$ cat config.mk
export PLATFORM = sky130hd
export DESIGN_NAME = vec_issue_ctrl
export DESIGN_NICKNAME = d
export VERILOG_FILES = /design/src/rtl/vec_issue_ctrl_pkg.sv /design/src/rtl/vec_issue_ctrl.sv
export SDC_FILE = /design/constraint.sdc
export NUM_CORES = 1
export LEC_CHECK = 0
export ABC_AREA = 1
export BUFFER_PORTS_ARGS = -buffer_cell sky130_fd_sc_hd__buf_4
export CORE_ASPECT_RATIO = 1.1
export CORE_MARGIN = 1.5
export CORE_UTILIZATION = 40
export CTS_CLUSTER_SIZE = 28
export DETAILED_ROUTE_END_ITERATION = 16
export GPL_TIMING_DRIVEN = 0
export PLACE_DENSITY = 0.67
export SETUP_SLACK_MARGIN = 0.4
export SKIP_LAST_GASP = 1
export SLEW_MARGIN = 15
export SYNTH_ARGS = -nofsm -noshare
export SYNTH_HDL_FRONTEND = slang
export SYNTH_SLANG_ARGS = --single-unit
$ cat constraint.sdc
create_clock -name clk -period 2.6 [get_ports clk]
set_input_delay 0.52 -clock clk [delete_from_list [all_inputs] [get_ports clk]]
set_output_delay 0.52 -clock clk [all_outputs]
set_load 0.05 [all_outputs]
$ cat src/rtl/vec_issue_ctrl_pkg.sv
// rtl/vec_issue_ctrl_pkg.sv - shared constants and types for the vector issue controller
//
// Purpose: vector funct codes, ALU operand-select encodings, controller state
// enum and default geometry (lanes per beat, beats per instruction).
// Ports: none (package).

package vec_issue_ctrl_pkg;

  localparam int VIC_NUM_LANES = 8;
  localparam int VIC_MAX_BEATS = 4;

  typedef enum logic [5:0] {
    F_ADD_V = 6'b110000,
    F_SUB_V = 6'b110001,
    F_AND_V = 6'b110010,
    F_OR_V  = 6'b110011,
    F_XOR_V = 6'b110100,
    F_MUL_V = 6'b110101
  } vfunct_e;

  // ALU src2 select: scalar broadcast, vector register, or force-zero.
  localparam logic [1:0] ALUOP_VS   = 2'b00;
  localparam logic [1:0] ALUOP_VV   = 2'b10;
  localparam logic [1:0] ALUOP_ZERO = 2'b11;

  typedef enum logic [1:0] {
    S_IDLE = 2'd0,
    S_EXEC = 2'd1,
    S_MUL1 = 2'd2,
    S_ERR  = 2'd3
  } state_e;

  function automatic logic funct_is_legal(input logic [5:0] f);
    return (f == F_ADD_V) || (f == F_SUB_V) || (f == F_AND_V) ||
           (f == F_OR_V)  || (f == F_XOR_V) || (f == F_MUL_V);
  endfunction

endpackage

$ cat src/rtl/vec_issue_ctrl.sv
// rtl/vec_issue_ctrl.sv - beat-sequencing issue controller for a vector ALU
//
// Purpose: accepts one vector instruction at a time, steps it through
// 1..MAX_BEATS beats, drives ALU funct/operand select, register-file read rows
// and the write-back row for each beat. MUL_V spends two cycles per beat.
// Ports:
//   clk, rst                  clock, synchronous active-high reset
//   req_valid/req_ready       instruction handshake
//   req_funct, req_vd, req_vs1, req_vs2, req_beats, req_scalar  instruction
//   flush                     abort current instruction, back to IDLE
//   alu_funct, alu_op         vector ALU control
//   rd_addr1, rd_addr2        register-file read rows {vreg, beat}
//   wb_en, wb_addr            register-file write of lane results
//   busy, done, err           status; done/err are single-cycle pulses

module vec_issue_ctrl
  import vec_issue_ctrl_pkg::*;
#(
  parameter int NUM_LANES = VIC_NUM_LANES,
  parameter int MAX_BEATS = VIC_MAX_BEATS,
  parameter int RF_AW     = 5
) (
  input  logic             clk,
  input  logic             rst,
  input  logic             req_valid,
  output logic             req_ready,
  input  logic [5:0]       req_funct,
  input  logic [2:0]       req_vd,
  input  logic [2:0]       req_vs1,
  input  logic [2:0]       req_vs2,
  input  logic [2:0]       req_beats,
  input  logic             req_scalar,
  input  logic             flush,
  output logic [5:0]       alu_funct,
  output logic [1:0]       alu_op,
  output logic [RF_AW-1:0] rd_addr1,
  output logic [RF_AW-1:0] rd_addr2,
  output logic             wb_en,
  output logic [RF_AW-1:0] wb_addr,
  output logic             busy,
  output logic             done,
  output logic             err
);

  localparam int BEAT_W = (MAX_BEATS > 1) ? $clog2(MAX_BEATS) : 1;

  // Row address is {vreg, beat}; beat count must fit the 3-bit request field.
  if (NUM_LANES < 1 || MAX_BEATS < 1 || MAX_BEATS > 7 || RF_AW != 3 + BEAT_W) begin : g_bad_params
    $error("vec_issue_ctrl: inconsistent NUM_LANES/MAX_BEATS/RF_AW");
  end

  state_e            state_q;
  logic [BEAT_W-1:0] beat_q;
  logic [5:0]        funct_q;
  logic [2:0]        vd_q, vs1_q, vs2_q;
  logic [2:0]        beats_q;
  logic              scalar_q;

  logic req_legal;
  logic is_mul;
  logic last_beat;
  logic active;
  logic kill;

  assign req_legal = funct_is_legal(req_funct) && (req_beats != 3'd0) &&
                     (int'(req_beats) <= MAX_BEATS);
  assign is_mul    = (funct_q == F_MUL_V);
  assign last_beat = (3'(beat_q) == beats_q - 3'd1);
  assign active    = (state_q == S_EXEC) || (state_q == S_MUL1);
  // Flush (and reset) cancel any write/pulse in the cycle they are seen.
  assign kill      = flush || rst;

  assign req_ready = (state_q == S_IDLE) && !kill;
  assign busy      = (state_q != S_IDLE);
  assign alu_funct = active ? funct_q : 6'd0;
  assign alu_op    = !active ? ALUOP_ZERO : (scalar_q ? ALUOP_VS : ALUOP_VV);
  assign rd_addr1  = active ? RF_AW'({vs1_q, beat_q}) : '0;
  assign rd_addr2  = active ? RF_AW'({vs2_q, beat_q}) : '0;
  assign wb_addr   = active ? RF_AW'({vd_q, beat_q}) : '0;
  // MUL_V writes only from MUL1, giving the multiplier a two-cycle path.
  assign wb_en     = !kill && ((state_q == S_MUL1) || (state_q == S_EXEC && !is_mul));
  assign done      = wb_en && last_beat;
  assign err       = !kill && (state_q == S_ERR);

  always_ff @(posedge clk) begin
    if (rst) begin
      state_q  <= S_IDLE;
      beat_q   <= '0;
      funct_q  <= '0;
      vd_q     <= '0;
      vs1_q    <= '0;
      vs2_q    <= '0;
      beats_q  <= '0;
      scalar_q <= 1'b0;
    end else if (flush) begin
      state_q <= S_IDLE;
      beat_q  <= '0;
    end else begin
      case (state_q)
        S_IDLE: begin
          if (req_valid) begin
            funct_q  <= req_funct;
            vd_q     <= req_vd;
            vs1_q    <= req_vs1;
            vs2_q    <= req_vs2;
            beats_q  <= req_beats;
            scalar_q <= req_scalar;
            beat_q   <= '0;
            state_q  <= req_legal ? S_EXEC : S_ERR;
          end
        end
        S_EXEC, S_MUL1: begin
          if (state_q == S_EXEC && is_mul) begin
            state_q <= S_MUL1;
          end else if (last_beat) begin
            beat_q  <= '0;
            state_q <= S_IDLE;
          end else begin
            beat_q  <= beat_q + BEAT_W'(1);
            state_q <= S_EXEC;
          end
        end
        default: state_q <= S_IDLE;
      endcase
    end
  end

endmodule

==> impl_metrics.env <==
export IMPL_crit_top_cell="buf_8"
export IMPL_final_nets=292
export IMPL_grt_first_pass_wirelength_mm=5.44
export IMPL_cpPeakStageDelay_ps=380
export IMPL_path_cells="inv_4 > ha_4 > buf_8 > buf_8 > nand2_4 > clkinvlp_4 > buf_8 > buf_8"
export IMPL_core_area_um2=3300
export IMPL_yosys_warnings=0
export IMPL_placedCellCount=283
export IMPL_cts_root_buf="clkbuf_4"
export IMPL_internal_power_uw=560
export IMPL_switching_share_pct=34.7
export IMPL_critical_path_required_ps=2080
export IMPL_cts_hold_buf=0
export IMPL_die_y_um=64.2
export IMPL_status="finished clean"
export IMPL_cp_slowest_cell="dfxtp_4"
export IMPL_worstMarginPinSlew_ps=507
export IMPL_setup_ws_ps=423
export IMPL_grt_max_degree=14
export IMPL_tns_ps=0
export IMPL_holdWs_ps=470
export IMPL_finClkSkew_ps=0.645
export IMPL_via_count=1390
export IMPL_area_growth_pct=47.7
export IMPL_layout_common_cells="57 x buf_4, 55 x nand2_1, 22 x nand3_1"
export IMPL_place_ws_ps=250
export IMPL_layout_drive_gt1_share_pct=41.2
export IMPL_drt_initial_drc_count=41
export IMPL_startpoint_type="register"
export IMPL_num_rows=22
export IMPL_powerDensity_nw_per_um2=427
export IMPL_slew_violations=0
export IMPL_drc=0
export IMPL_hold_start="req_vs1[0]"
export IMPL_detail_route_antenna_nets=0
export IMPL_synth_cell_types=23
export IMPL_crit_path_end_kind="primary output"
export IMPL_startpoint="state_q[0]$_SDFFE_PN0P_"
export IMPL_drtPass1Iterations=4
export IMPL_fin_crit_ps=2180
export IMPL_clk_pin_slew_ps=130
export IMPL_leakagePower_uw=0.00101
export IMPL_globalplace_congestion=0.761
export IMPL_worstPathMaxFanout=5
export IMPL_ios=51
export IMPL_io_buffers=49
export IMPL_n_fill_cell=326
export IMPL_fin_crit_sh_pct=83.7
export IMPL_p_total_uw=858
export IMPL_r2r_start="state_q[0]$_SDFFE_PN0P_"
export IMPL_antenna_found_initial=0
export IMPL_cts_sinks=23
export IMPL_worstPathArrival_ps=1660
export IMPL_final_hold_violation_count=0
export IMPL_slew_headroom_pct=66.2
export IMPL_syn_inst=198
export IMPL_fmax_ghz=0.459
export IMPL_syn_area_per_cell_um2=6.88
export IMPL_vias_per_cell=4.66
export IMPL_cts_tree="done"
export IMPL_max_clock_path_buffers=2
export IMPL_die_area_um2=3760
export IMPL_grt_pass1_vias=1260
export IMPL_path_delay_family="buffers and inverters"
export IMPL_pwr_share_seq_pct=44.8
export IMPL_die_width_um=58.6
export IMPL_synth_seq_cells=23
export IMPL_cts_made_buffers=3
export IMPL_wl_per_cell_um=10.6
export IMPL_grt_total_usage_pct=18.5
export IMPL_ir_drop_mv=0.276
export IMPL_cap_violations=0
export IMPL_combinationalPowerShare_pct=35.6
export IMPL_final_cells=298
export IMPL_grt_overflow=0
export IMPL_yosysSeqAreaShare_pct=33.8
export IMPL_p_sw_uw=298
export IMPL_hold_path_class="in2reg"
export IMPL_syn_num_nets=227
export IMPL_setup_viol=0
export IMPL_reg2reg_slack_ps=1130
export IMPL_rsz0062_at_grt="true"
export IMPL_cp_buffers_inverters=6
export IMPL_htreeDepth=1
export IMPL_insertedDiodeCount=0
export IMPL_start_util_pct=41.2
export IMPL_critPathKind="reg2out"
export IMPL_pwr_share_clk_pct=19.7
export IMPL_syn_cell_area_um2=1360
export IMPL_dp_hpwl_mm=2.26
export IMPL_final_common_cell="buf_4"
export IMPL_totalWireLength_mm=3.15
export IMPL_clock_latency_ps=310
## state kept, by name, indices dropped and copies added, names as in the netlist
register / cells
funct_q: 6
beats_q: 3
vd_q: 3
vs1_q: 3
vs2_q: 3
beat_q: 2
state_q: 2
scalar_q: 1
## tightest hold or removal path: stages
cell and delay [ps]:
buf_4 110, nand3_1 70, a21oi_1 60
## kinds of logic after synthesis
group,count (synthesis),synth area share [%]
buffers and inverters,44,15.5
XOR/XNOR,2,1.29
flip-flops,23,33.8
adder cells (fa/ha/maj),6,5.51
AND/OR/NAND/NOR,97,32.4
AO/OA/AOI/OAI,26,11.4
## power by group through the flow
stage	Sequential [uW]	Combinational, uW	Clock [uW]
3_3_place_gp	392	257	0
5_1_grt	387	334	192
4_1_cts	383	294	175
3_5_place_dp	393	258	0
2_1_floorplan	390	181	0
6_report	384	305	169
## metal layers
layer,vias up,global-route usage [%],share of wire (%)
li1,740,-,-
met1,616,24.3,48
met2,32,31.0,48
met3,2,1.82,3.0
met4,0,6.82,1.1
met5,-,0,0
## layout make-up
cell class	instances	area (um2)	area share, %
Multi-Input combinational cell	131	734	36.5
Sequential cell	23	467	23.2
Inverter	31	123	6.10
Clock buffer	3	22.5	1.12
Tap cell	36	45.0	2.24
Buffer	13	130	6.47
Clock inverter	1	5.00	0.249
Timing Repair Buffer	60	484	24.1
## synth_stat cells
cell type / instances / area, um2
nand2_1: 57 / 214
inv_1: 27 / 101
dfxtp_1: 23 / 460
nand3_1: 23 / 115
a21oi_1: 21 / 105
nor2_1: 8 / 30.0
ha_1: 6 / 75.1
buf_4: 5 / 37.5
buf_2: 4 / 20.0
inv_2: 4 / 15.0
buf_6: 3 / 33.8
nand2_2: 3 / 18.8
a211oi_2: 2 / 25.0
nor2_2: 2 / 12.5
xnor2_1: 2 / 17.5
a211oi_1: 1 / 7.51
a21oi_2: 1 / 8.76
clkbuf_1: 1 / 3.75
nand4_2: 1 / 12.5
nor2_4: 1 / 11.3
nor2_8: 1 / 20.0
nor3b_1: 1 / 7.51
o21ai_2: 1 / 8.76
## timing repair
item / CTS / global route
gates resized for setup: 19 / 11
pin swaps: 3 / 2
buffers inserted: 7 / 4
setup endpoints to repair: 23 / 9
## stage by stage
step           util [%]  area, um2
2_1_floorplan         -       1400
3_3_place_gp       54.8       1810
3_5_place_dp       54.8       1810
4_1_cts            59.2       1960
5_1_grt            60.9       2010
6_report           60.9       2010
## worst paths after layout
check / end / cells after the start
min: vs1_q[0]$_SDFFE_PP0P_ / 3
min reg2reg: vs1_q[1]$_SDFFE_PP0P_ / 2
max reg2reg: beat_q[1]$_SDFFE_PN0P_ / 11
max: wb_addr[1] / 8
Note: power is estimated with default switching activity, not from simulation.
